===== config.mk =====
export PLATFORM = sky130hd
export DESIGN_NAME = gen3_framing_parser
export DESIGN_NICKNAME = d
export VERILOG_FILES = /design/src/rtl/pcie_rx_pkg.sv /design/src/rtl/framing_byte_step.sv /design/src/rtl/gen3_framing_parser.sv
export SDC_FILE = /design/constraint.sdc
export NUM_CORES = 2
export LEC_CHECK = 0
export CELL_PAD_IN_SITES_DETAIL_PLACEMENT = 1
export CELL_PAD_IN_SITES_GLOBAL_PLACEMENT = 2
export CORE_UTILIZATION = 36
export DETAILED_ROUTE_END_ITERATION = 10
export MAX_ROUTING_LAYER = met4
export PLACE_DENSITY = 0.95
export SLEW_MARGIN = 40
export SYNTH_ARGS = -nofsm -noshare
export SYNTH_HDL_FRONTEND = slang
export SYNTH_HIERARCHICAL = 1
export SYNTH_SLANG_ARGS = --single-unit

===== constraint.sdc =====
create_clock -name clk -period 91.5 [get_ports clk]
set_input_delay 27.45 -clock clk [delete_from_list [all_inputs] [get_ports clk]]
set_output_delay 27.45 -clock clk [all_outputs]
set_load 0.02 [all_outputs]

===== src/rtl/pcie_rx_pkg.sv =====
// Shared receive-side framing definitions: token encodings, sync headers,
// parser states and the per-byte marker bundle.
package pcie_rx_pkg;

    localparam logic [3:0] STP_NIB   = 4'hF;
    localparam logic [7:0] SDP_TOK   = 8'hF0;
    localparam logic [7:0] EDB_TOK   = 8'hC0;
    localparam logic [7:0] IDL_TOK   = 8'h00;

    localparam logic [1:0] SYNC_DATA = 2'b10;
    localparam logic [1:0] SYNC_OS   = 2'b01;

    localparam int MIN_TLP_DW = 5;
    localparam int LEN_W      = 11;
    localparam int SDP_CNT    = 7;
    localparam int EDB_CNT    = 3;

    typedef enum logic [2:0] {
        ST_TOKEN = 3'd0,
        ST_STP1  = 3'd1,
        ST_TLP   = 3'd2,
        ST_SDP   = 3'd3,
        ST_EDB   = 3'd4,
        ST_ERR   = 3'd5
    } fr_state_e;

    typedef struct packed {
        logic valid;
        logic tlpstart;
        logic tlpend;
        logic tlpedb;
        logic dlpstart;
        logic dlpend;
    } fr_mark_t;

    // True while a packet is partially received; an ordered-set block here is a violation.
    function automatic logic is_mid_packet(input fr_state_e s);
        return (s == ST_STP1) || (s == ST_TLP) || (s == ST_SDP) || (s == ST_EDB);
    endfunction

endpackage


===== src/rtl/framing_byte_step.sv =====
// One byte of the framing walk: given the context before this byte, produce
// the context after it, the byte's markers and a violation flag.
module framing_byte_step
    import pcie_rx_pkg::*;
#(
    parameter int CNT_W = 13
) (
    input  fr_state_e        state_in,
    input  logic [CNT_W-1:0] cnt_in,
    input  logic [LEN_W-1:0] len_in,
    input  logic [7:0]       byte_in,
    output fr_state_e        state_out,
    output logic [CNT_W-1:0] cnt_out,
    output logic [LEN_W-1:0] len_out,
    output fr_mark_t         mark,
    output logic             err
);

    logic [LEN_W-1:0] stp_len_s;
    logic             cnt_last_s;

    assign stp_len_s  = {byte_in[6:0], len_in[3:0]};
    assign cnt_last_s = (cnt_in <= CNT_W'(1));

    // Token decode and countdown for a single byte
    always_comb begin
        state_out = state_in;
        cnt_out   = cnt_in;
        len_out   = len_in;
        mark      = '0;
        err       = 1'b0;
        case (state_in)
            ST_TOKEN: begin
                if (byte_in[3:0] == STP_NIB) begin
                    len_out       = {{(LEN_W-4){1'b0}}, byte_in[7:4]};
                    state_out     = ST_STP1;
                    mark.valid    = 1'b1;
                    mark.tlpstart = 1'b1;
                end else if (byte_in == SDP_TOK) begin
                    cnt_out       = CNT_W'(SDP_CNT);
                    state_out     = ST_SDP;
                    mark.valid    = 1'b1;
                    mark.dlpstart = 1'b1;
                end else if (byte_in == EDB_TOK) begin
                    cnt_out     = CNT_W'(EDB_CNT);
                    state_out   = ST_EDB;
                    mark.valid  = 1'b1;
                    mark.tlpedb = 1'b1;
                end else if (byte_in == IDL_TOK) begin
                    state_out = ST_TOKEN;
                end else begin
                    err       = 1'b1;
                    state_out = ST_ERR;
                    cnt_out   = '0;
                end
            end
            ST_STP1: begin
                len_out = stp_len_s;
                if (stp_len_s < LEN_W'(MIN_TLP_DW)) begin
                    err       = 1'b1;
                    state_out = ST_ERR;
                    cnt_out   = '0;
                end else begin
                    // Both STP bytes are already consumed, hence the -2.
                    cnt_out    = CNT_W'({stp_len_s, 2'b00}) - CNT_W'(2);
                    state_out  = ST_TLP;
                    mark.valid = 1'b1;
                end
            end
            ST_TLP: begin
                mark.valid = 1'b1;
                if (cnt_last_s) begin
                    mark.tlpend = 1'b1;
                    state_out   = ST_TOKEN;
                    cnt_out     = '0;
                end else begin
                    cnt_out = cnt_in - CNT_W'(1);
                end
            end
            ST_SDP: begin
                mark.valid = 1'b1;
                if (cnt_last_s) begin
                    mark.dlpend = 1'b1;
                    state_out   = ST_TOKEN;
                    cnt_out     = '0;
                end else begin
                    cnt_out = cnt_in - CNT_W'(1);
                end
            end
            ST_EDB: begin
                if (byte_in == EDB_TOK) begin
                    mark.valid  = 1'b1;
                    mark.tlpedb = 1'b1;
                    if (cnt_last_s) begin
                        state_out = ST_TOKEN;
                        cnt_out   = '0;
                    end else begin
                        cnt_out = cnt_in - CNT_W'(1);
                    end
                end else begin
                    err       = 1'b1;
                    state_out = ST_ERR;
                    cnt_out   = '0;
                end
            end
            ST_ERR: begin
                state_out = ST_ERR;
            end
            default: begin
                err       = 1'b1;
                state_out = ST_ERR;
                cnt_out   = '0;
            end
        endcase
    end

endmodule


===== src/rtl/gen3_framing_parser.sv =====
// 128b/130b receive framing parser: chains one byte step per active lane and
// registers the resulting context, per-byte markers and error pulse.
module gen3_framing_parser
    import pcie_rx_pkg::*;
#(
    parameter int LANES = 16,
    parameter int CNT_W = 13
) (
    input  logic               clk,
    input  logic               rst,
    input  logic [8*LANES-1:0] data_in,
    input  logic               valid_in,
    input  logic               block_start,
    input  logic [1:0]         sync_hdr,
    input  logic [4:0]         active_lanes,
    output logic [8*LANES-1:0] data_out,
    output logic [LANES-1:0]   pl_valid,
    output logic [LANES-1:0]   pl_tlpstart,
    output logic [LANES-1:0]   pl_tlpend,
    output logic [LANES-1:0]   pl_tlpedb,
    output logic [LANES-1:0]   pl_dlpstart,
    output logic [LANES-1:0]   pl_dlpend,
    output logic               framing_err
);

    fr_state_e        state_r;
    logic [CNT_W-1:0] cnt_r;
    logic [LEN_W-1:0] len_r;
    logic             os_blk_r;

    logic             data_blk_s;
    logic             os_start_s;
    logic             in_os_s;
    logic             os_abort_s;
    fr_state_e        seed_state_s;
    logic [CNT_W-1:0] seed_cnt_s;
    logic [LEN_W-1:0] seed_len_s;

    logic [LANES-1:0] lane_en_s;
    logic [LANES-1:0] err_s;
    logic [LANES-1:0] nx_valid_s;
    logic [LANES-1:0] nx_tlpstart_s;
    logic [LANES-1:0] nx_tlpend_s;
    logic [LANES-1:0] nx_tlpedb_s;
    logic [LANES-1:0] nx_dlpstart_s;
    logic [LANES-1:0] nx_dlpend_s;

    // Block-level qualification and the context fed into byte 0
    always_comb begin
        data_blk_s = valid_in && block_start && (sync_hdr == SYNC_DATA);
        os_start_s = valid_in && block_start && (sync_hdr != SYNC_DATA);
        in_os_s    = os_start_s || (valid_in && !block_start && os_blk_r);
        os_abort_s = os_start_s && is_mid_packet(state_r);
        if (data_blk_s && (state_r == ST_ERR)) begin
            seed_state_s = ST_TOKEN;
            seed_cnt_s   = '0;
            seed_len_s   = '0;
        end else begin
            seed_state_s = state_r;
            seed_cnt_s   = cnt_r;
            seed_len_s   = len_r;
        end
    end

    for (genvar i = 0; i < LANES; i++) begin : g_lane
        fr_state_e        st_in_s;
        logic [CNT_W-1:0] cnt_in_s;
        logic [LEN_W-1:0] len_in_s;
        fr_state_e        step_state_s;
        logic [CNT_W-1:0] step_cnt_s;
        logic [LEN_W-1:0] step_len_s;
        fr_mark_t         step_mark_s;
        logic             step_err_s;
        fr_state_e        st_out_s;
        logic [CNT_W-1:0] cnt_out_s;
        logic [LEN_W-1:0] len_out_s;

        if (i == 0) begin : g_first
            assign st_in_s  = seed_state_s;
            assign cnt_in_s = seed_cnt_s;
            assign len_in_s = seed_len_s;
        end else begin : g_next
            assign st_in_s  = g_lane[i-1].st_out_s;
            assign cnt_in_s = g_lane[i-1].cnt_out_s;
            assign len_in_s = g_lane[i-1].len_out_s;
        end

        framing_byte_step #(
            .CNT_W (CNT_W)
        ) u_step (
            .state_in  (st_in_s),
            .cnt_in    (cnt_in_s),
            .len_in    (len_in_s),
            .byte_in   (data_in[8*i +: 8]),
            .state_out (step_state_s),
            .cnt_out   (step_cnt_s),
            .len_out   (step_len_s),
            .mark      (step_mark_s),
            .err       (step_err_s)
        );

        // Lanes above the configured width pass the context through untouched.
        assign lane_en_s[i]     = (active_lanes > 5'(i));
        assign st_out_s         = lane_en_s[i] ? step_state_s : st_in_s;
        assign cnt_out_s        = lane_en_s[i] ? step_cnt_s : cnt_in_s;
        assign len_out_s        = lane_en_s[i] ? step_len_s : len_in_s;
        assign err_s[i]         = lane_en_s[i] & step_err_s;
        assign nx_valid_s[i]    = lane_en_s[i] & step_mark_s.valid;
        assign nx_tlpstart_s[i] = lane_en_s[i] & step_mark_s.tlpstart;
        assign nx_tlpend_s[i]   = lane_en_s[i] & step_mark_s.tlpend;
        assign nx_tlpedb_s[i]   = lane_en_s[i] & step_mark_s.tlpedb;
        assign nx_dlpstart_s[i] = lane_en_s[i] & step_mark_s.dlpstart;
        assign nx_dlpend_s[i]   = lane_en_s[i] & step_mark_s.dlpend;
    end

    // Parser context and registered outputs
    always_ff @(posedge clk) begin
        if (!rst) begin
            state_r     <= ST_TOKEN;
            cnt_r       <= '0;
            len_r       <= '0;
            os_blk_r    <= 1'b0;
            data_out    <= '0;
            pl_valid    <= '0;
            pl_tlpstart <= '0;
            pl_tlpend   <= '0;
            pl_tlpedb   <= '0;
            pl_dlpstart <= '0;
            pl_dlpend   <= '0;
            framing_err <= 1'b0;
        end else if (!valid_in) begin
            data_out    <= '0;
            pl_valid    <= '0;
            pl_tlpstart <= '0;
            pl_tlpend   <= '0;
            pl_tlpedb   <= '0;
            pl_dlpstart <= '0;
            pl_dlpend   <= '0;
            framing_err <= 1'b0;
        end else if (in_os_s) begin
            os_blk_r    <= 1'b1;
            data_out    <= data_in;
            pl_valid    <= '0;
            pl_tlpstart <= '0;
            pl_tlpend   <= '0;
            pl_tlpedb   <= '0;
            pl_dlpstart <= '0;
            pl_dlpend   <= '0;
            framing_err <= os_abort_s;
            if (os_abort_s) begin
                state_r <= ST_ERR;
                cnt_r   <= '0;
                len_r   <= '0;
            end
        end else begin
            os_blk_r    <= 1'b0;
            state_r     <= g_lane[LANES-1].st_out_s;
            cnt_r       <= g_lane[LANES-1].cnt_out_s;
            len_r       <= g_lane[LANES-1].len_out_s;
            data_out    <= data_in;
            pl_valid    <= nx_valid_s;
            pl_tlpstart <= nx_tlpstart_s;
            pl_tlpend   <= nx_tlpend_s;
            pl_tlpedb   <= nx_tlpedb_s;
            pl_dlpstart <= nx_dlpstart_s;
            pl_dlpend   <= nx_dlpend_s;
            framing_err <= |err_s;
        end
    end

endmodule


==> out/summary.md <==
The run finished with clean final reports. The tools report the number of top-level design ports as 364. The floorplan step set the die height to 304 um. Dividing the detail-routed wire length by the instance count gives 27.1 um.

The library cell used most frequently in the layout, excluding fill and tap cells, is sky130_fd_sc_hd__nand2_1. The synthesis-to-layout area growth came out at 14.2%. The run gives 34 as the TritonCTS buffer count.

Of the available clock period, the critical path in the final layout requires 67.5%. For the hold-fix buffer count after cts, the log shows 0. For the net count after synthesis, the log shows 4841. The count of cells resized by post-cts repair came out at 0. The number of clock sinks was 246. The tools report the startpoint of the worst setup timing path as block_start. The post-detailed-route count of antenna-violating nets is 0, and the weighted congestion at the end of routability-driven global placement is 1.03. Critical path's top delay family: compound AO/OA/AOI/OAI gates.

Counting I/O delays and the setup requirement, the final critical path takes 61800 ps. The via count of the first global-routing pass was 36800. The slowest cell on the critical path is sky130_fd_sc_hd__o2111ai_1. Setup violations remaining at the end of the flow were counted as 0. The maximum number of pins on one net before global-route repair is 78, and the max-capacitance violation count is 0. For the final database, setup skew stands at 41.0 ps. For the worst flop-to-flop path, the logic depth is 122. For this run, design rule violations remaining after detail routing come to 0. Category of the critical setup timing path: in2reg. The number of antenna violations at the first check in global routing was 7; the final-layout fill cell count was 11300. Setup repair after global routing left no endpoint under its margin.

The count of cells in the finished layout, fillers not included, comes to 5862. The buffer and inverter count on the worst path was 13; the number of buffers on the longest clock path was 3. The total count of hold-check failures in the final report was 0.

The die covers 0.0926 mm^2. Averaged over all synthesized cells, the footprint is 7.07 um^2. The met1 layer usage reported by global route was 42.3%; the count of cells along the worst hold path was 2. Once detailed placement completed, the half-perimeter wirelength came to 123000 um. The floorplan has 110 rows. The H-tree was split into 2 levels.

In the routed layout, each cell is associated on average with a via count of 6.58. The first routing iteration left 4123 violations. Once the floorplan was initialized, standard cells occupied 36.4% of the core. Data on the critical path is required at its endpoint by 91980 ps.

The clock root buffer master was sky130_fd_sc_hd__clkbuf_16. After routing, the total negative slack on setup checks comes to 0 ps. Clock-pin slew was measured on the worst setup and hold paths at 60 ps.

In the global route stage, met2 resource usage came out at 52.9%. Port buffering added 363 buffers. Dominant cell type by count on the critical path: sky130_fd_sc_hd__nor2_1. met2 is the most crowded layer. For the max-slew violation total from the final report, the log shows 0. The beginning of the worst hold path was cnt_r[10]$_SDFFE_PN0P_. The highest clock rate is 16.2 MHz. In this run the worst hold path is classified as reg2reg. For the pin with the worst max-slew slack, the measured transition is 881 ps. Counting buffers and inverters, the worst setup path is 123 cells deep. The logs give 38600 for the overall via count from detail_route and 41.0% for the worst slew slack as a fraction of its limit. From left edge to right edge, the die measures 304 um.

The first global-routing pass estimated 237000 um of wire. The worst setup path is launched from an input port. TritonCTS built the clock tree. The routed design has 159000 um of wire. For this run, the number of Yosys warnings is 6.

Cells with a size suffix above 1 make up 11.3% of the layout. The run gives 4654 as the synthesized netlist cell count. The region available for standard cell placement spans 0.0903 mm^2. The run gives 0 as the global-route congestion overflow total. Kind of capture point of the worst setup path: a register. The library cells used most frequently in the layout, excluding fill and tap cells, are 426 x sky130_fd_sc_hd__nand2_1, 409 x sky130_fd_sc_hd__nor2_1, 360 x sky130_fd_sc_hd__clkdlybuf4s50_1.

For the final net count, the log shows 4845. The summed instance area of the synthesized netlist was 0.0329 mm^2. The run gives 5794 as the placed cell count. The later pin in the worst-skew pair is clocked with a latency of 620 ps. After clock tree synthesis, the setup repair step added 0 buffers. The tools report the beginning of the worst register-to-register path as state_r[2]$_SDFFE_PN0P_.

Global routing used 33.6% of the available tracks. Along the worst path, the maximum fanout reaches 39. Number of detailed-route iterations in the first pass: 6.

The longest individual stage delay on the worst path was 710 ps. Global routing consumed, on the met3 layer, 5.74% of the routing resources. The arrival time at the worst endpoint is 62280 ps.
-- per-layer routing --
metal | routed length, um | part of all wire (%)
met2 | 72300 | 45
met1 | 67300 | 42
met4 | 7050 | 4.4
met3 | 12300 | 7.7
met5 | 0 | 0
-- worst min-delay path, stage by stage, from the launching register on --
cell and delay, ps:
sky130_fd_sc_hd__dfxtp_1 380, sky130_fd_sc_hd__a32oi_1 80, sky130_fd_sc_hd__o21ai_1 60
-- through the flow --
stage	worst slack (ps)	hold WS (ps)	util, %	cell area [um^2]
after global routing	27560	599	41.6	37600
after detailed placement	30120	544	40.3	36400
after global placement	30250	540	40.2	36300
final	29700	556	41.6	37600
after CTS	30660	560	41.5	37500
after floorplan	38730	465	-	32900
-- worst paths after layout --
path	slack, ps	end
min reg2reg	560	cnt_r[10]$_SDFFE_PN0P_
min	560	cnt_r[10]$_SDFFE_PN0P_
max reg2reg	56520	framing_err$_SDFF_PN0_
max	29700	framing_err$_SDFF_PN0_
-- final cells by class --
cell class                      instances  area (um^2)  share of cell area [%]
Tap cell                             1176         1470                    3.92
Antenna cell                            2         5.00                  0.0133
Timing Repair Buffer                  445         4250                    11.3
Inverter                              227          852                    2.27
Sequential cell                       246         4920                    13.1
Clock buffer                           45          942                    2.51
Multi-Input combinational cell       3704        24900                    66.4
Clock inverter                         17          170                   0.453
-- sequential cells by signal, indices dropped and copies added (netlist names) --
name	flops
pl_valid	16
framing_err	1
pl_tlpedb	16
pl_dlpend	16
len_r	4
pl_tlpend	16
pl_tlpstart	16
os_blk_r	1
data_out	128
pl_dlpstart	16
state_r	3
cnt_r	13
Power is left out: the tool's default activity adds up to more than one toggle a clock period on the data nets, which glitch-free logic cannot reach.
